[src/rtl/mem_pkg.sv]
// mem_pkg: shared load-size encodings, FSM state type and datapath width for mem_access_stage
package mem_pkg;
  localparam int DATA_BITS = 32;
  localparam logic [1:0] EW_WORD = 2'b00;
  localparam logic [1:0] EW_HALF = 2'b01;
  localparam logic [1:0] EW_BYTE = 2'b10;
  typedef enum logic [1:0] {IDLE = 2'd0, REQ = 2'd1, RESP = 2'd2} state_t;
endpackage

[src/rtl/load_extract.sv]
// load_extract: picks the addressed byte/halfword lane of a read word and sign- or zero-extends it
module load_extract
  import mem_pkg::*;
(
  input  logic [DATA_BITS-1:0] rdata,
  input  logic [1:0]           addr_lo,
  input  logic [1:0]           extr_word,
  input  logic                 extr_signed,
  output logic [DATA_BITS-1:0] value
);
  logic [7:0] b;
  logic [15:0] h;
  // lane select, then extension; EW 11 falls through to a full word
  always_comb begin
    b = rdata[{addr_lo, 3'b000} +: 8];
    h = rdata[{addr_lo[1], 4'b0000} +: 16];
    value = extr_word == EW_BYTE ? {{24{extr_signed & b[7]}}, b} :
            extr_word == EW_HALF ? {{16{extr_signed & h[15]}}, h} : rdata;
  end
endmodule

[src/rtl/mem_access_stage.sv]
// mem_access_stage: MEM pipeline stage with IDLE/REQ/RESP memory handshake; optional MEM_ALIGN_CHECK_EN adds wb_exc
module mem_access_stage
  import mem_pkg::*;
(
  input  logic                 clk,
  input  logic                 rst,
  input  logic                 in_valid,
  input  logic [DATA_BITS-1:0] addr,
  input  logic [DATA_BITS-1:0] wdata,
  input  logic                 MemWrite,
  input  logic                 MemToReg,
  input  logic                 RegWrite,
  input  logic [1:0]           ExtrWord,
  input  logic                 ExtrSigned,
  input  logic                 Sh,
  input  logic                 Sb,
  input  logic [5:0]           write,
  output logic                 stall,
  output logic                 dmem_req,
  output logic                 dmem_we,
  output logic [3:0]           dmem_be,
  output logic [DATA_BITS-1:0] dmem_addr,
  output logic [DATA_BITS-1:0] dmem_wdata,
  input  logic [DATA_BITS-1:0] dmem_rdata,
  input  logic                 dmem_ack,
  output logic                 wb_valid,
  output logic [DATA_BITS-1:0] wb_data,
  output logic [5:0]           wb_write,
  output logic                 wb_RegWrite
`ifdef MEM_ALIGN_CHECK_EN
  ,
  output logic                 wb_exc
`endif
);
  state_t state;
  logic [DATA_BITS-1:0] addr_q, res_q, ext, wd;
  logic [1:0] ew_q;
  logic [5:0] write_q;
  logic to_reg_q, reg_write_q, signed_q, exc_q, accept, misaligned;
  logic [3:0] be;
  load_extract u_extract (
    .rdata(dmem_rdata),
    .addr_lo(addr_q[1:0]),
    .extr_word(ew_q),
    .extr_signed(signed_q),
    .value(ext)
  );
  // acceptance, stall and store lane formatting for the op held in EX/MEM
  always_comb begin
    accept = state == IDLE && in_valid && (MemWrite || MemToReg);
    stall = accept || state == REQ;
    be = !MemWrite ? 4'hf : Sb ? 4'b0001 << addr[1:0] : Sh ? (addr[1] ? 4'b1100 : 4'b0011) : 4'hf;
    wd = Sb ? {4{wdata[7:0]}} : Sh ? {2{wdata[15:0]}} : wdata;
`ifdef MEM_ALIGN_CHECK_EN
    misaligned = MemWrite ? !Sb && (Sh ? addr[0] : |addr[1:0]) :
                 ExtrWord == EW_BYTE ? 1'b0 : ExtrWord == EW_HALF ? addr[0] : |addr[1:0];
`else
    misaligned = 1'b0;
`endif
  end
  // handshake FSM; wb_* pulse for one cycle on pass-through or on leaving RESP
  always_ff @(posedge clk) begin
    if (rst) begin
      state <= IDLE;
      dmem_req <= 1'b0;
      dmem_we <= 1'b0;
      dmem_be <= '0;
      dmem_addr <= '0;
      dmem_wdata <= '0;
      wb_valid <= 1'b0;
      wb_data <= '0;
      wb_write <= '0;
      wb_RegWrite <= 1'b0;
      exc_q <= 1'b0;
`ifdef MEM_ALIGN_CHECK_EN
      wb_exc <= 1'b0;
`endif
    end else begin
      wb_valid <= 1'b0;
      wb_RegWrite <= 1'b0;
`ifdef MEM_ALIGN_CHECK_EN
      wb_exc <= 1'b0;
`endif
      if (state == IDLE) begin
        if (accept) begin
          state <= misaligned ? RESP : REQ;
          dmem_req <= !misaligned;
          dmem_we <= MemWrite && !misaligned;
          dmem_be <= be;
          dmem_addr <= {addr[DATA_BITS-1:2], 2'b00};
          dmem_wdata <= wd;
          addr_q <= addr;
          res_q <= addr;
          to_reg_q <= MemToReg && !MemWrite;
          reg_write_q <= RegWrite;
          signed_q <= ExtrSigned;
          ew_q <= ExtrWord;
          write_q <= write;
          exc_q <= misaligned;
        end else begin
          wb_valid <= in_valid;
          wb_RegWrite <= in_valid && RegWrite;
          wb_data <= addr;
          wb_write <= write;
        end
      end else if (state == REQ) begin
        if (dmem_ack) begin
          state <= RESP;
          dmem_req <= 1'b0;
          dmem_we <= 1'b0;
          res_q <= to_reg_q ? ext : addr_q;
        end
      end else begin
        state <= IDLE;
        wb_valid <= 1'b1;
        wb_data <= res_q;
        wb_write <= write_q;
        wb_RegWrite <= reg_write_q && !exc_q;
`ifdef MEM_ALIGN_CHECK_EN
        wb_exc <= exc_q;
`endif
      end
    end
  end
endmodule
[config.mk]
export PLATFORM = sky130hd
export DESIGN_NAME = mem_access_stage
export DESIGN_NICKNAME = d
export VERILOG_FILES = /design/src/rtl/mem_pkg.sv /design/src/rtl/load_extract.sv /design/src/rtl/mem_access_stage.sv
export SDC_FILE = /design/constraint.sdc
export NUM_CORES = 1
export LEC_CHECK = 0
export ABC_AREA = 1
export CAP_MARGIN = 40
export CORE_MARGIN = 2
export CORE_UTILIZATION = 35
export DETAILED_ROUTE_END_ITERATION = 7
export MAX_ROUTING_LAYER = met4
export SETUP_SLACK_MARGIN = 0.02
export SYNTH_ARGS = -nofsm -noshare
export SYNTH_HDL_FRONTEND = slang
export SYNTH_HIERARCHICAL = 1
export SYNTH_SLANG_ARGS = --single-unit
[constraint.sdc]
create_clock -name clk -period 3.47 [get_ports clk]
set_input_delay 0.694 -clock clk [delete_from_list [all_inputs] [get_ports clk]]
set_output_delay 0.694 -clock clk [all_outputs]
set_load 0.02 [all_outputs]
# [Yosys cells after proc, flatten, opt, wreduce, memory -nomap -nowiden]
# Cells that the tools add are included.
# Widths: inputs -> output; s select.
[word_totals] register_bits=185 in_bits=114
[classes] n_eq_ne=7 shift=3 n_mux=35 bitwise=3 reduce_logical=16
[ops] cell="$mux 32" count=12
[ops] cell="$shiftx 32x6->16" count=1
[ops] cell="$shiftx 32x6->8" count=1
[ops] cell="$mux 6" count=3
[ops] cell="$mux 4" count=4
[ops] cell="$mux 1" count=12
[ops] cell="$mux 2" count=4
[ops] cell="$ne 2x2->1 const B" count=3
[ops] cell="$reduce_and 2->1" count=3
[ops] cell="$reduce_and 3->1" count=2
[ops] cell="$eq 2x1->1 const B" count=2
[ops] cell="$logic_and 1x1->1" count=4
[ops] cell="$reduce_and 4->1" count=1
[ops] cell="$reduce_bool 2->1" count=2
[ops] cell="$shl 1x2->4 const A" count=1
[ops] cell="$ne 3x3->1 const B" count=1
[ops] cell="$and 1x1->1" count=2
[ops] cell="$eq 2x2->1 const B" count=1
[ops] cell="$logic_not 2->1" count=1
[ops] cell="$logic_or 1x1->1" count=2
[ops] cell="$logic_not 1->1" count=1
[ops] cell="$not 1->1" count=1

# [Logic depth before layout (Yosys ltp)]
[depth] depth_word=8 ltp_mapped=10

# [Hierarchy]
# The synthesis kept the hierarchy.
[by_module_without_submodules] mod="mem_access_stage" instances=1 cells_each=979 area_each_um2=7818.7 seq_area_each_um2=4454.3
[by_module_without_submodules] mod="load_extract" instances=1 cells_each=249 area_each_um2=1096.1 seq_area_each_um2=0.0

# [Worst setup path after synthesis]
# OpenSTA, ideal clock, no wires.
[synth_timing] path_type="input-to-reg" start="input port MemToReg" end="register res_q[0], enable pin" setup_ps=432 arrival_time_ps=2772 required_ps=3038 path_slack_ps=266 path_stages=6 n_path_buf=2 cell_sequence="inv_1 -> nand2_1 -> nand3_1 -> buf_2 -> buf_2 -> a21oi_1"
[synth_via] elab_chain_cells=4
[synth_lines] element="from (decl)" line="mem_access_stage.sv:11" text="input logic MemToReg,"
[synth_lines] element="$logic_or 1x1->1" line="mem_access_stage.sv:50" text="accept = state == IDLE && in_valid && (MemWrite || MemToReg);"
[synth_lines] element="$logic_and 1x1->1" line="mem_access_stage.sv:50"
[synth_lines] element="$ne 2x2->1 (no line)"
[synth_lines] element="$reduce_and 4->1 (no line)"
[synth_lines] element="to (signal assigned)" line="mem_access_stage.sv:93" text="res_q <= addr;"
[synth_lines] element="to (signal assigned)" line="mem_access_stage.sv:111" text="res_q <= to_reg_q ? ext : addr_q;"
[synth_lines] element="to (decl)" line="mem_access_stage.sv:36" text="logic [DATA_BITS-1:0] addr_q, res_q, ext, wd;"
# Every way passes these cells.
# A chain may end at the register's enable or synchronous reset.

# [Worst setup path in the final report]
[layout_timing] start="input port MemWrite" end="output port stall"
[layout_via] elab_chain_cells=3
[layout_lines] element="from (decl)" line="mem_access_stage.sv:10" text="input logic MemWrite,"
[layout_lines] element="$logic_or 1x1->1" line="mem_access_stage.sv:50"
[layout_lines] element="$logic_and 1x1->1" line="mem_access_stage.sv:50"
[layout_lines] element="$logic_or 1x1->1" line="mem_access_stage.sv:51" text="stall = accept || state == REQ;"
[layout_lines] element="to (decl)" line="mem_access_stage.sv:18" text="output logic stall,"
# Every way passes these cells.

==> metrics <==
synthesized instance count=1228; pin count of the biggest net entering global routing=77; WS Path Type=in -> out; Post-CTS Repair Setup Buffers=0; Antenna Violating Nets Remaining=0; CTS Hold Buffers Added=0; DP Cell Count=1722; Post-layout nets=1525; # IOs=225; HPWL after DPL=20400 um; initial antenna violation count=0; share of post-route cells with drive strength above 1=0.0478; final setup vio count=0; register area=0.00445 sq mm; final setup skew=0.0115 ns; clk sink count=185; Syn-to-layout area delta=33.5%; clock buffer depth=2; GR Overflow Total=0; Area contributors post-synth=edfxtp_1 25%, dfxtp_1 25%, nand2_1 20%, nor2_1 7.1%, inv_1 3.7%; fin cells=1754; worst-path cell chain=clkdlybuf4s50_1 -> inv_1 -> nand2_1 -> nand3_2 -> nand2_2 -> clkdlybuf4s50_1; routed wire length=29400 um; Synth cell types=27; most frequent cells in the layout=475 x nand2_1, 221 x clkdlybuf4s50_1, 168 x nor2_1; CP max stage delay=0.62 ns; routed wl met3=1810 um; worst slew pin tran=0.769 ns; Rows=58; placed cell area=0.0113 sq mm; fin crit period=2.94 ns; fmax=341 MHz; ys flop type=dfxtp_1; setup tns final=0 ns; register area share after synthesis=0.500; Reg clk slew, reported paths=0.07 ns; first drt pass iteration count=5; ANT cells=0; Worst path most repeated cell=clkdlybuf4s50_1; crit start category=primary input; Layout Utilization=0.474; WL met2=13600 um; Worst Path Required=2.78 ns; drt initial violations=616; Root Driver=clkbuf_16; Final Hold Viols=0; Synth top area share=0.253; Skew-Pair Late Insertion Delay=0.43 ns; DIE WIDTH=164 um; Slew Viols, Final=0; drt drc=0; Slew headroom=0.487; fin area=0.0119 sq mm; vias per cell=4.69; core area=0.0251 sq mm; Worst EP arrival=2.24 ns; worst hold path type=reg -> reg; status=complete, no violations; DR vias=8221; Total GRT Usage=0.226; post-CTS sizing=0; #FFs+latches synth=185; Final period util=0.846; asr flop ratio synth=0; netlist area before placement=0.00891 sq mm; Worst Setup End Kind=output pin; area of the multi-input gates=0.00369 sq mm; most common cell after layout, fill and taps aside=nand2_1; EDFF count, synth=75; routed len/inst=16.7 um; fillers=2549; Slowest-stage cell, CP=clkdlybuf4s50_1; Power Dens Cells=477 mW/mm^2; # port buffers=222; vias in the first global route=7819; first-pass GRT wire length=44600 um; GPL Wtd Cong=0.928; height of the die=164 um; M1 WL=13700 um; H-tree Lvls=4; Avg Cell Area, Syn=7.26 sq um; Die Footprint=0.0268 sq mm; TritonCTS buffer count=17; Pleak=5.20 nW; RSZ-0062 raised after global routing=false; peak fanout along the critical path=4; Max Cap Viol=0; Yosys top cell by area=edfxtp_1; Starting Density=0.355; warnings from Yosys=6; CTS tree=built; Max VDD drop=0.252 mV; top routing layer used=met4; Fin Hold WS=0.464 ns
cell type report:
type	instances	area share
Sequential cell	185	0.374
Timing Repair Buffer	241	0.201
Multi-Input combinational cell	866	0.310
Clock inverter	10	0.00662
Clock buffer	22	0.0417
Tap cell	330	0.0347
Inverter	100	0.0317
power by group:
| group | switching [mW] | internal, mW | leakage [nW] |
|---|---|---|---|
| logic | 0.734 | 0.504 | 3.31 |
| registers | 0.0688 | 2.44 | 1.60 |
| clock network | 0.895 | 1.04 | 0.288 |
| total | 1.70 | 3.98 | 5.20 |
cell usage after synthesis, types with 3 or more instances:
library cell  count
nand3_1          54
nor2_1          169
nor2_4            3
a21oi_1          61
o21ai_0          56
buf_6             7
edfxtp_1         75
clkbuf_1         24
buf_4            11
inv_1            89
clkinv_1          7
o21ai_1           3
buf_2            32
nand2_1         476
o31ai_1          33
dfxtp_1         110
inv_2             3
per-stage QoR:
stage                     total power, mW  setup WS, ns
after floorplan                      3.24         0.266
after global placement               3.78         0.519
after detailed placement             3.79         0.517
after CTS                            5.73         0.521
after global routing                 5.94         0.391
final                                5.68         0.535
sequential cells by signal, indices dropped and copies added (netlist names):
register / cells
addr_q: 32
dmem_addr: 30
dmem_be: 4
dmem_req: 1
dmem_wdata: 32
dmem_we: 1
ew_q: 2
reg_write_q: 1
res_q: 32
signed_q: 1
state: 2
to_reg_q: 1
wb_RegWrite: 1
wb_data: 32
wb_valid: 1
wb_write: 6
write_q: 6
cell families after synthesis:
| group | Yosys count | synth area share |
|---|---|---|
| and+or+nand+nor | 711 | 0.314 |
| other | 1 | 0.000421 |
| DFF | 185 | 0.500 |
| buffers and inverters | 178 | 0.0905 |
| AOI/OAI and AO/OA | 153 | 0.0952 |
worst paths after layout:
| kind | slack, ns | startpoint | end | cells after the start |
|---|---|---|---|---|
| worst max-delay path | 0.53 | MemWrite | stall | 6 |
| worst min-delay path | 0.46 | dmem_addr[6] | dmem_addr[6] | 2 |
| worst max register to register | 1.16 | addr_q[1] | res_q[10] | 8 |
| worst min register to register | 0.46 | dmem_addr[6] | dmem_addr[6] | 2 |
worst max-delay path: cells and delay by family:
family	cells	cell delay [ns]
simple gates	3	0.32
buf+inv	3	1.22
metal layers:
| layer | track usage | up-vias |
|---|---|---|
| li1 | - | 4228 |
| met5 | - | - |
| met3 | 0.0467 | 21 |
| met1 | 0.299 | 3724 |
| met4 | 0.0470 | 0 |
| met2 | 0.357 | 248 |
Power figures use the tool's default switching activity.
